==> src/rtl/rr_arbiter_8_if.sv <==
// Request/grant bundle between the requesting units and the arbiter.
// The master side drives requests; the slave side (the arbiter) drives grants.
interface rr_arbiter_8_if;
    logic       en;
    logic [7:0] req;
    logic [7:0] gnt;
    logic [2:0] gnt_idx;
    logic       gnt_valid;

    modport master (
        output en,
        output req,
        input  gnt,
        input  gnt_idx,
        input  gnt_valid
    );

    modport slave (
        input  en,
        input  req,
        output gnt,
        output gnt_idx,
        output gnt_valid
    );
endinterface

==> src/rtl/rr_arbiter_8.sv <==
// Eight-way round-robin arbiter with a bounded grant tenure.
// The grant is the registered decode of a 3-bit owner index. Priority
// rotates from the slot after the last owner, so a timed-out owner that
// keeps requesting is only reconsidered after every other requester.

// One rotated-priority lane: lane k reports the request of the requester
// sitting k+1 slots after the last owner. Lane 0 is therefore the highest
// priority candidate.
module rr_arbiter_8_lane #(
    parameter int NUM_REQ = 8,
    parameter int IDX_W   = 3,
    parameter int LANE    = 0
) (
    input  logic [NUM_REQ-1:0] req,
    input  logic [IDX_W-1:0]   last,
    output logic               rot_req
);
    logic [IDX_W-1:0] sel;

    // NUM_REQ is a power of two, so index arithmetic wraps naturally.
    assign sel     = last + IDX_W'(LANE + 1);
    assign rot_req = req[sel];
endmodule

module rr_arbiter_8 #(
    parameter int MAX_HOLD = 16
) (
    input  logic           clk,
    input  logic           rst,
    rr_arbiter_8_if.slave  bus
);
    localparam int NUM_REQ = 8;
    localparam int IDX_W   = 3;
    localparam int CNT_W   = (MAX_HOLD <= 1) ? 1 : $clog2(MAX_HOLD);
    localparam logic [CNT_W-1:0] HOLD_LAST = CNT_W'(MAX_HOLD - 1);

    typedef enum logic {
        IDLE  = 1'b0,
        GRANT = 1'b1
    } state_t;

    state_t             state_q,     state_d;
    logic [NUM_REQ-1:0] gnt_q,       gnt_d;
    logic [IDX_W-1:0]   gnt_idx_q,   gnt_idx_d;
    logic               gnt_valid_q, gnt_valid_d;
    logic [CNT_W-1:0]   cnt_q,       cnt_d;
    logic [IDX_W-1:0]   last_q,      last_d;

    logic [NUM_REQ-1:0] rot_req;
    logic [IDX_W-1:0]   win_off;
    logic [IDX_W-1:0]   winner;
    logic               release_grant;

    // Rotate the request vector so that bit 0 is the slot after the last owner.
    for (genvar k = 0; k < NUM_REQ; k++) begin : g_lane
        rr_arbiter_8_lane #(
            .NUM_REQ (NUM_REQ),
            .IDX_W   (IDX_W),
            .LANE    (k)
        ) u_lane (
            .req     (bus.req),
            .last    (last_q),
            .rot_req (rot_req[k])
        );
    end

    // Lowest set bit of the rotated vector is the winner's distance past last+1.
    always_comb begin
        win_off = '0;
        for (int k = NUM_REQ - 1; k >= 0; k--) begin
            if (rot_req[k]) win_off = IDX_W'(k);
        end
        winner = last_q + win_off + IDX_W'(1);
    end

    // Owner released when it stops requesting or its tenure reaches the limit.
    always_comb begin
        release_grant = !bus.req[gnt_idx_q] || (cnt_q == HOLD_LAST);
    end

    // Next-state and next-output logic for the two-state grant machine.
    always_comb begin
        state_d     = state_q;
        gnt_d       = gnt_q;
        gnt_idx_d   = gnt_idx_q;
        gnt_valid_d = gnt_valid_q;
        cnt_d       = cnt_q;
        last_d      = last_q;

        unique case (state_q)
            IDLE: begin
                gnt_d       = '0;
                gnt_valid_d = 1'b0;
                cnt_d       = '0;
                if (bus.en && (bus.req != '0)) begin
                    state_d     = GRANT;
                    gnt_idx_d   = winner;
                    gnt_d       = NUM_REQ'(1) << winner;
                    gnt_valid_d = 1'b1;
                end
            end
            GRANT: begin
                // en and other requesters are deliberately ignored here.
                if (release_grant) begin
                    state_d     = IDLE;
                    gnt_d       = '0;
                    gnt_valid_d = 1'b0;
                    cnt_d       = '0;
                    last_d      = gnt_idx_q;
                end else begin
                    cnt_d = cnt_q + CNT_W'(1);
                end
            end
            default: begin
                state_d     = IDLE;
                gnt_d       = '0;
                gnt_valid_d = 1'b0;
            end
        endcase
    end

    // State and output registers; reset clears the grant without a clock.
    always_ff @(posedge clk or posedge rst) begin
        if (rst) begin
            state_q     <= IDLE;
            gnt_q       <= '0;
            gnt_idx_q   <= '0;
            gnt_valid_q <= 1'b0;
            cnt_q       <= '0;
            last_q      <= IDX_W'(NUM_REQ - 1);
        end else begin
            state_q     <= state_d;
            gnt_q       <= gnt_d;
            gnt_idx_q   <= gnt_idx_d;
            gnt_valid_q <= gnt_valid_d;
            cnt_q       <= cnt_d;
            last_q      <= last_d;
        end
    end

    assign bus.gnt       = gnt_q;
    assign bus.gnt_idx   = gnt_idx_q;
    assign bus.gnt_valid = gnt_valid_q;
endmodule
==> src/flat_wrapper.sv <==
// flat-port wrapper written by rule: the top's interface ports become plain ports
module rr_arbiter_8_flat 
#(
    parameter int MAX_HOLD = 16
)
  (clk, rst, bus_en, bus_req, bus_gnt, bus_gnt_idx, bus_gnt_valid);
  rr_arbiter_8_if bus_i ();
  input  logic clk;
  input  logic rst;
  input wire logic [$bits(bus_i.en)-1:0] bus_en;
  input wire logic [$bits(bus_i.req)-1:0] bus_req;
  output wire logic [$bits(bus_i.gnt)-1:0] bus_gnt;
  output wire logic [$bits(bus_i.gnt_idx)-1:0] bus_gnt_idx;
  output wire logic [$bits(bus_i.gnt_valid)-1:0] bus_gnt_valid;
  assign bus_i.en = bus_en;
  assign bus_i.req = bus_req;
  assign bus_gnt = bus_i.gnt;
  assign bus_gnt_idx = bus_i.gnt_idx;
  assign bus_gnt_valid = bus_i.gnt_valid;
  rr_arbiter_8 #(.MAX_HOLD(MAX_HOLD)) u_core (.clk(clk), .rst(rst), .bus(bus_i));
endmodule
==> config.mk <==
export PLATFORM = sky130hd
export DESIGN_NAME = rr_arbiter_8_flat
export DESIGN_NICKNAME = d
export VERILOG_FILES = /design/src/rtl/rr_arbiter_8_if.sv /design/src/rtl/rr_arbiter_8.sv /design/src/flat_wrapper.sv
export SDC_FILE = /design/constraint.sdc
export NUM_CORES = 1
export LEC_CHECK = 0
export CAP_MARGIN = 25
export CORE_ASPECT_RATIO = 1.2
export CORE_UTILIZATION = 54
export CTS_BUF_LIST = sky130_fd_sc_hd__clkbuf_16
export DETAILED_ROUTE_END_ITERATION = 7
export PLACE_DENSITY = 0.88
export SYNTH_ARGS = -nofsm -noshare
export SYNTH_HDL_FRONTEND = slang
export SYNTH_SLANG_ARGS = --single-unit
==> constraint.sdc <==
create_clock -name clk -period 4 [get_ports clk]
set_input_delay 0.6 -clock clk [delete_from_list [all_inputs] [get_ports clk]]
set_output_delay 0.6 -clock clk [all_outputs]
set_load 0.02 [all_outputs]
## After elaboration in Yosys (flattened, before gate mapping)

Index checks and enable logic that the tools add are counted.

- Output and inout port bits: 12
- Register bits after elaboration: 20
- Input bits: 11

- Add/sub/neg operators: 10
- Eq/ne operators: 2
- Reduce and logical (&&, ||, !) cells: 6
- Bitwise gates (word level): 1
- $lt $le $gt $ge: 9
- Mux-type cells: 36
- Shifts and indexed selects: 1

Operators by type and width:

| kind | number |
|---|---|
| less-than comparator 3 x 4 -> 1 bit (second input constant) | 9 |
| binary-select mux 1 bit (select 3 bit) | 9 |
| two-way mux 3 bit | 8 |
| two-way mux 8 bit | 2 |
| case mux 8 bit (2 select lines) | 1 |
| adder 3 bit (second input constant) | 4 |
| two-way mux 1 bit | 12 |
| case mux 4 bit (2 select lines) | 1 |
| nonzero test 8 bit | 1 |
| left shift 1 x 3 -> 8 bit (first input constant) | 1 |
| adder 3 x 1 -> 3 bit (second input constant) | 2 |
| adder 3 x 2 -> 3 bit (second input constant) | 2 |
| adder 4 x 1 -> 4 bit (second input constant) | 1 |
| equality test 4 bit (second input constant) | 1 |
| two-way mux 4 bit | 1 |
| case mux 1 bit (2 select lines) | 2 |
| AND reduction 2 bit | 2 |
| adder 3 bit | 1 |
| inequality test 2 bit (second input constant) | 1 |
| logical AND 1 bit | 1 |
| zero test 1 bit | 1 |
| logical OR 1 bit | 1 |
| NOT 1 bit | 1 |

## Logic depth before layout (Yosys ltp)

- Depth in word-level cells: 15
- Depth in mapped cells: 17
- Mapped depth without buffers: 14

## Modules after synthesis

Synthesis repeated with hierarchy kept, for this count alone.

- Cell total of the unflattened synthesis: 144
- Area, all modules: 1725.4 um^2

By module, submodules not included:

| module | area an instance (um^2) | sequential area each (um^2) | cells each | times used |
|---|---|---|---|---|
| rr_arbiter_8 | 1114.8 | 504.2 | 108 | 1 |
| rr_arbiter_8_lane (u_core.g_lane[1].u_lane ...) | 63.8 | 0.0 | 3 | 4 |
| rr_arbiter_8_lane (u_core.g_lane[2].u_lane ...) | 92.6 | 0.0 | 7 | 2 |
| rr_arbiter_8_lane (u_core.g_lane[0].u_lane ...) | 85.1 | 0.0 | 5 | 2 |

## Least setup slack after synthesis

Ideal clock, no wire load.

- Path type: reg-to-reg
- From: register u_core.last_q[0]
- To: register u_core.gnt_q[0], in the netlist u_core.bus.gnt[0]
- Arrival: 3527 ps
- Setup time: 122 ps
- Period minus slack after synthesis: 3649 ps
- Cell stages (with the launch flop): 17
- Slack: 351 ps
- Cells stage by stage: dfstp_2 buf_4 clkinv_1 ha_1 buf_6 buf_4 mux2i_1 mux4_2 nand2_1 nor2_1 a2bb2oi_1 o21ai_0 ha_1 fa_1 inv_1 nor2_1 a32o_1

- Cells in the longest elaborated chain, start to end: 15
- Elaborated cells between the ends (all ways): 36
- Classes of those cells: add/sub (9); shift (1); mux (26)

RTL lines:

| what | RTL line | RTL |
|---|---|---|
| start, declared | rr_arbiter_8.sv:47 | `logic [IDX_W-1:0] last_q, last_d;` |
| start signal, assigned | rr_arbiter_8.sv:130 | `last_q <= IDX_W'(NUM_REQ - 1);` |
| start signal, assigned | rr_arbiter_8.sv:137 | `last_q <= last_d;` |
| adder 3 bit or binary-select mux 1 bit (select 3 bit) (tied branches) | rr_arbiter_8.sv:21, rr_arbiter_8.sv:22 |  |
| binary-select mux 1 bit (select 3 bit) or two-way mux 1 bit (tied branches) | rr_arbiter_8.sv:22 | `assign rot_req = req[sel];` |
| two-way mux 1 bit (not written as such) or two-way mux 3 bit (tied branches) | rr_arbiter_8.sv:22, rr_arbiter_8.sv:71 |  |
| two-way mux 3 bit (7 in series) | rr_arbiter_8.sv:71 | `if (rot_req[k]) win_off = IDX_W'(k);` |
| adder 3 bit (*) | rr_arbiter_8.sv:73 | `winner = last_q + win_off + IDX_W'(1);` |
| adder 3 x 1 -> 3 bit (*) | rr_arbiter_8.sv:73 |  |
| left shift 1 x 3 -> 8 bit (*) | rr_arbiter_8.sv:98 | `gnt_d = NUM_REQ'(1) << winner;` |
| two-way mux 8 bit (*) | rr_arbiter_8.sv:95 | `if (bus.en && (bus.req != '0)) begin` |
| case mux 8 bit (2 select lines) (*) | rr_arbiter_8.sv:90 | `unique case (state_q)` |
| end signal, assigned | rr_arbiter_8.sv:133 | `gnt_q <= gnt_d;` |
| end, declared | rr_arbiter_8.sv:43 | `logic [NUM_REQ-1:0] gnt_q, gnt_d;` |

Mark *: on every way between the ends. The rest lies on a longest branch, timed or not. The select of a mux whose other input is x is not followed.
A chain may end at the register's enable or synchronous reset.

## Final worst setup path

- From: register u_core.last_q[1]
- To: register u_core.gnt_q[6], in the netlist u_core.bus.gnt[6]

Same word-level chain as after synthesis.

==> run metrics <==
vias per cell=6.37; CTS max path bufs=2; drt initial violations=51; core region area=2790 um^2; setup_tns=0 ns; layout cell share with drive strength beyond 1=0.214; TritonCTS buffer count=3; critical path class=register to register; die area=3120 um^2; Remaining Overflow, GRT=0; Vias=1,230; Combinational Power Share=0.697; final core occ=0.679; Clk pwr share=0.111; Peak Freq=267 MHz; post-synthesis sequential area ratio=0.322; Syn Nets=between 150 and 200; clock root buffer=clkbuf_16; hold_buf cts=0; Sink Count=20; All-Layer GR Usage=0.251; Antenna Nets Post-Route=0; Worst Hold Class=register to register; CP max-delay cell=dfstp_2; vias in the first global route=roughly 1,200; critical path's largest stage delay=between 0.5 and 0.6 ns; Cells after Synth=137; routed length per instance=roughly 19 um; # rows=21; input/output buffers=22; die height=61.0 um; Setup Viol. Count Final=0; Leak=0.803 nW; H-tree depth=1; DR DRC count=0; RSZ-0062 raised after global routing=false; Synth Area per Inst=~11 um^2; num ports=23; starting density of the core=0.562; skew final=0.00168 ns; Clk Latency, worst-skew pair=0.25 ns; FF+latch count, synth=20; synth warn=0; RePlAce Congestion=between 0.8 and 0.9; Cell variety after synth=40; part of the power in registers=0.192; worst-margin pin slew=~0.73 ns; Period minus WS final=3.75 ns; switch share=0.445; Reg area=504 um^2; Cell Area, Synth=1570 um^2; Switch Pwr=0.000821 W; Worst EP required=4.17 ns; Area Growth Syn to Fin=20.8%; nets@finish=~180; Final Slew Violations=0; Startpoint Class=register; Rel. slew slack=0.510; Clock transition at path regs=0.05 ns; Filler cells=218; Cell Chain, Critical Path=inv_1 -> ha_2 -> buf_4 -> mux2i_1 -> mux4_2 -> nand2_1 -> nor2_1 -> a2bb2oi_1 -> o21ai_0 -> ha_1 -> fa_1 -> nor2_1 -> nand2_1 -> o21ai_0; Internal=0.00102 W; largest net degree at the start of global routing=21; pwr dens=976 nW/um^2; CTS tree=yes; critical path fanouts, max=9; final wirelength=3610 um; die width=between 50 and 60 um; initial antenna violation count=0; Hold Fails Final Rpt=0; WHS=0.464 ns; detailed placer's ending HPWL=around 2500 um; VDD IR max=roughly 0.60 mV; Ant. Diodes=0; Critical Path Sink Type=register; period utilization=0.937; first-pass GRT wire length=between 5000 and 6000 um; status=complete, no violations; TritonRoute pass-1 iters=4; Multi-input gate area=996 um^2; WP data arrival=just under 4 ns; Maximum Capacitance Violations=0
cells in the final DEF, fill, tap and decap left out, types with 4 or more instances in the layout:
master           count
clkdlybuf4s50_1     22
dfrtp_1             17
nand2_1             14
mux2i_1             13
mux4_2              11
mux2_2               9
inv_1                6
nor2_1               6
o21ai_0              6
a21oi_1              6
a32o_1               4
synthesized netlist by cell type:
| cell | n | area (um^2) |
|---|---|---|
| clkbuf_1 | 3 | 11.3 |
| buf_6 | 1 | 11.3 |
| xor2_4 | 1 | 27.5 |
| xnor2_1 | 2 | 17.5 |
| and3_1 | 3 | 18.8 |
| mux2i_1 | 13 | 130 |
| buf_1 | 1 | 3.75 |
| nand2_1 | 14 | 52.6 |
| ha_1 | 4 | 50.1 |
| dfstp_2 | 3 | 78.8 |
| buf_4 | 2 | 15.0 |
| clkinv_1 | 1 | 3.75 |
| nor2_1 | 6 | 22.5 |
| mux2_1 | 2 | 22.5 |
| o31ai_1 | 1 | 7.51 |
| nand3_1 | 1 | 5.00 |
| nor4_1 | 2 | 12.5 |
| a21bo_2 | 1 | 10.0 |
| o41ai_1 | 2 | 17.5 |
| a21oi_1 | 6 | 30.0 |
| o21a_1 | 1 | 7.51 |
| fa_1 | 1 | 20.0 |
| a21o_1 | 1 | 7.51 |
| and2_1 | 1 | 6.26 |
| nand4_1 | 1 | 6.26 |
| o21ai_0 | 6 | 30.0 |
| maj3_2 | 1 | 11.3 |
| dfrtp_1 | 17 | 425 |
| nand3b_1 | 1 | 7.51 |
| nand2b_1 | 1 | 6.26 |
| a2bb2oi_1 | 1 | 8.76 |
| mux4_1 | 1 | 26.3 |
| inv_1 | 6 | 22.5 |
| a31oi_1 | 1 | 6.26 |
| nor2b_1 | 1 | 6.26 |
| a32o_1 | 4 | 40.0 |
| xor2_1 | 2 | 17.5 |
| mux2_2 | 9 | 101 |
| nor4_2 | 1 | 12.5 |
| mux4_2 | 11 | 248 |
routing by layer:
layer  share of wire  track usage  vias to the layer above  wire, um
met1            0.40        0.319                      619      1430
li1                -            -                      565         -
met2            0.55        0.442                       41      1990
met3           0.040       0.0226                        5       143
met5               0            0                        -         0
met4           0.012        0.103                        0        44
cells by family (layout without fill, tap and decap cells):
family	Yosys count	in the layout	share of synthesized area
DFF	20	20	0.322
buffers and inverters	14	36	0.0432
adders and majority gates	6	6	0.0520
xor gates and xnor gates	5	5	0.0400
AOI/OAI and AO/OA	24	24	0.106
muxes	36	36	0.337
and+or+nand+nor	32	32	0.0999
path summary, 6_finish.rpt:
kind / start / end / slack, ns / cells after the start
max: u_core.last_q[1] / u_core.bus.gnt[6] / 0.25 / 14
min: u_core.cnt_q[0] / u_core.cnt_q[0] / 0.46 / 1
max reg2reg: u_core.last_q[1] / u_core.bus.gnt[6] / 0.25 / 14
min reg2reg: u_core.cnt_q[0] / u_core.cnt_q[0] / 0.46 / 1
max in group asynchronous: rst / u_core.cnt_q[3] / 2.73 / 2
min in group asynchronous: rst / u_core.bus.gnt[1] / 0.81 / 2
flip-flops by register name, summed over array words and instances (netlist names):
name / cells
u_core.bus.gnt_valid: 1
u_core.bus.gnt: 8
u_core.cnt_q: 4
u_core.state_q: 1
u_core.bus.gnt_idx: 3
u_core.last_q: 3
worst max-delay path, delay by kind of cell, from the launching register on:
family / cells / cell delay, ns
DFF: 1 / 0.59
muxes: 2 / 0.58
buffers and inverters: 2 / 0.35
and+or+nand+nor: 4 / 0.54
adders and majority gates: 3 / 1.13
AOI/OAI and AO/OA: 3 / 0.45
final cells by class:
type | instances | share of cell area
Sequential cell | 20 | 0.267
Timing Repair Buffer | 25 | 0.128
Clock inverter | 1 | 0.00199
Inverter | 7 | 0.0139
Multi-Input combinational cell | 103 | 0.527
Clock buffer | 3 | 0.0397
Tap cell | 34 | 0.0225
power by group through the flow:
| stage | Sequential (W) | Combinational (W) | Clock, W |
|---|---|---|---|
| final | 0.000354 | 0.00129 | 0.000204 |
| after global routing | 0.000365 | 0.00139 | 0.000216 |
| after CTS | 0.000354 | 0.00127 | 0.000205 |
| after floorplan | 0.000370 | 0.000972 | 0 |
| after global placement | 0.000351 | 0.00121 | 0 |
| after detailed placement | 0.000357 | 0.00125 | 0 |
through the flow:
| step | std cells | worst slack [ns] | total power, W | area, um^2 |
|---|---|---|---|---|
| floorplan | 137 | 0.351 | 0.00134 | 1570 |
| global placement | 189 | 0.370 | 0.00156 | 1810 |
| detailed placement | 189 | 0.181 | 0.00161 | 1810 |
| CTS | 193 | 0.213 | 0.00183 | 1890 |
| global route | 193 | 0.0410 | 0.00198 | 1890 |
| finish | 193 | 0.251 | 0.00184 | 1890 |
what timing repair did:
item | in CTS | in global routing
setup endpoints to repair | 0 | 1
resized for setup | 0 | 1
buffers inserted | 0 | 0
(Power assumes the default switching activity.)
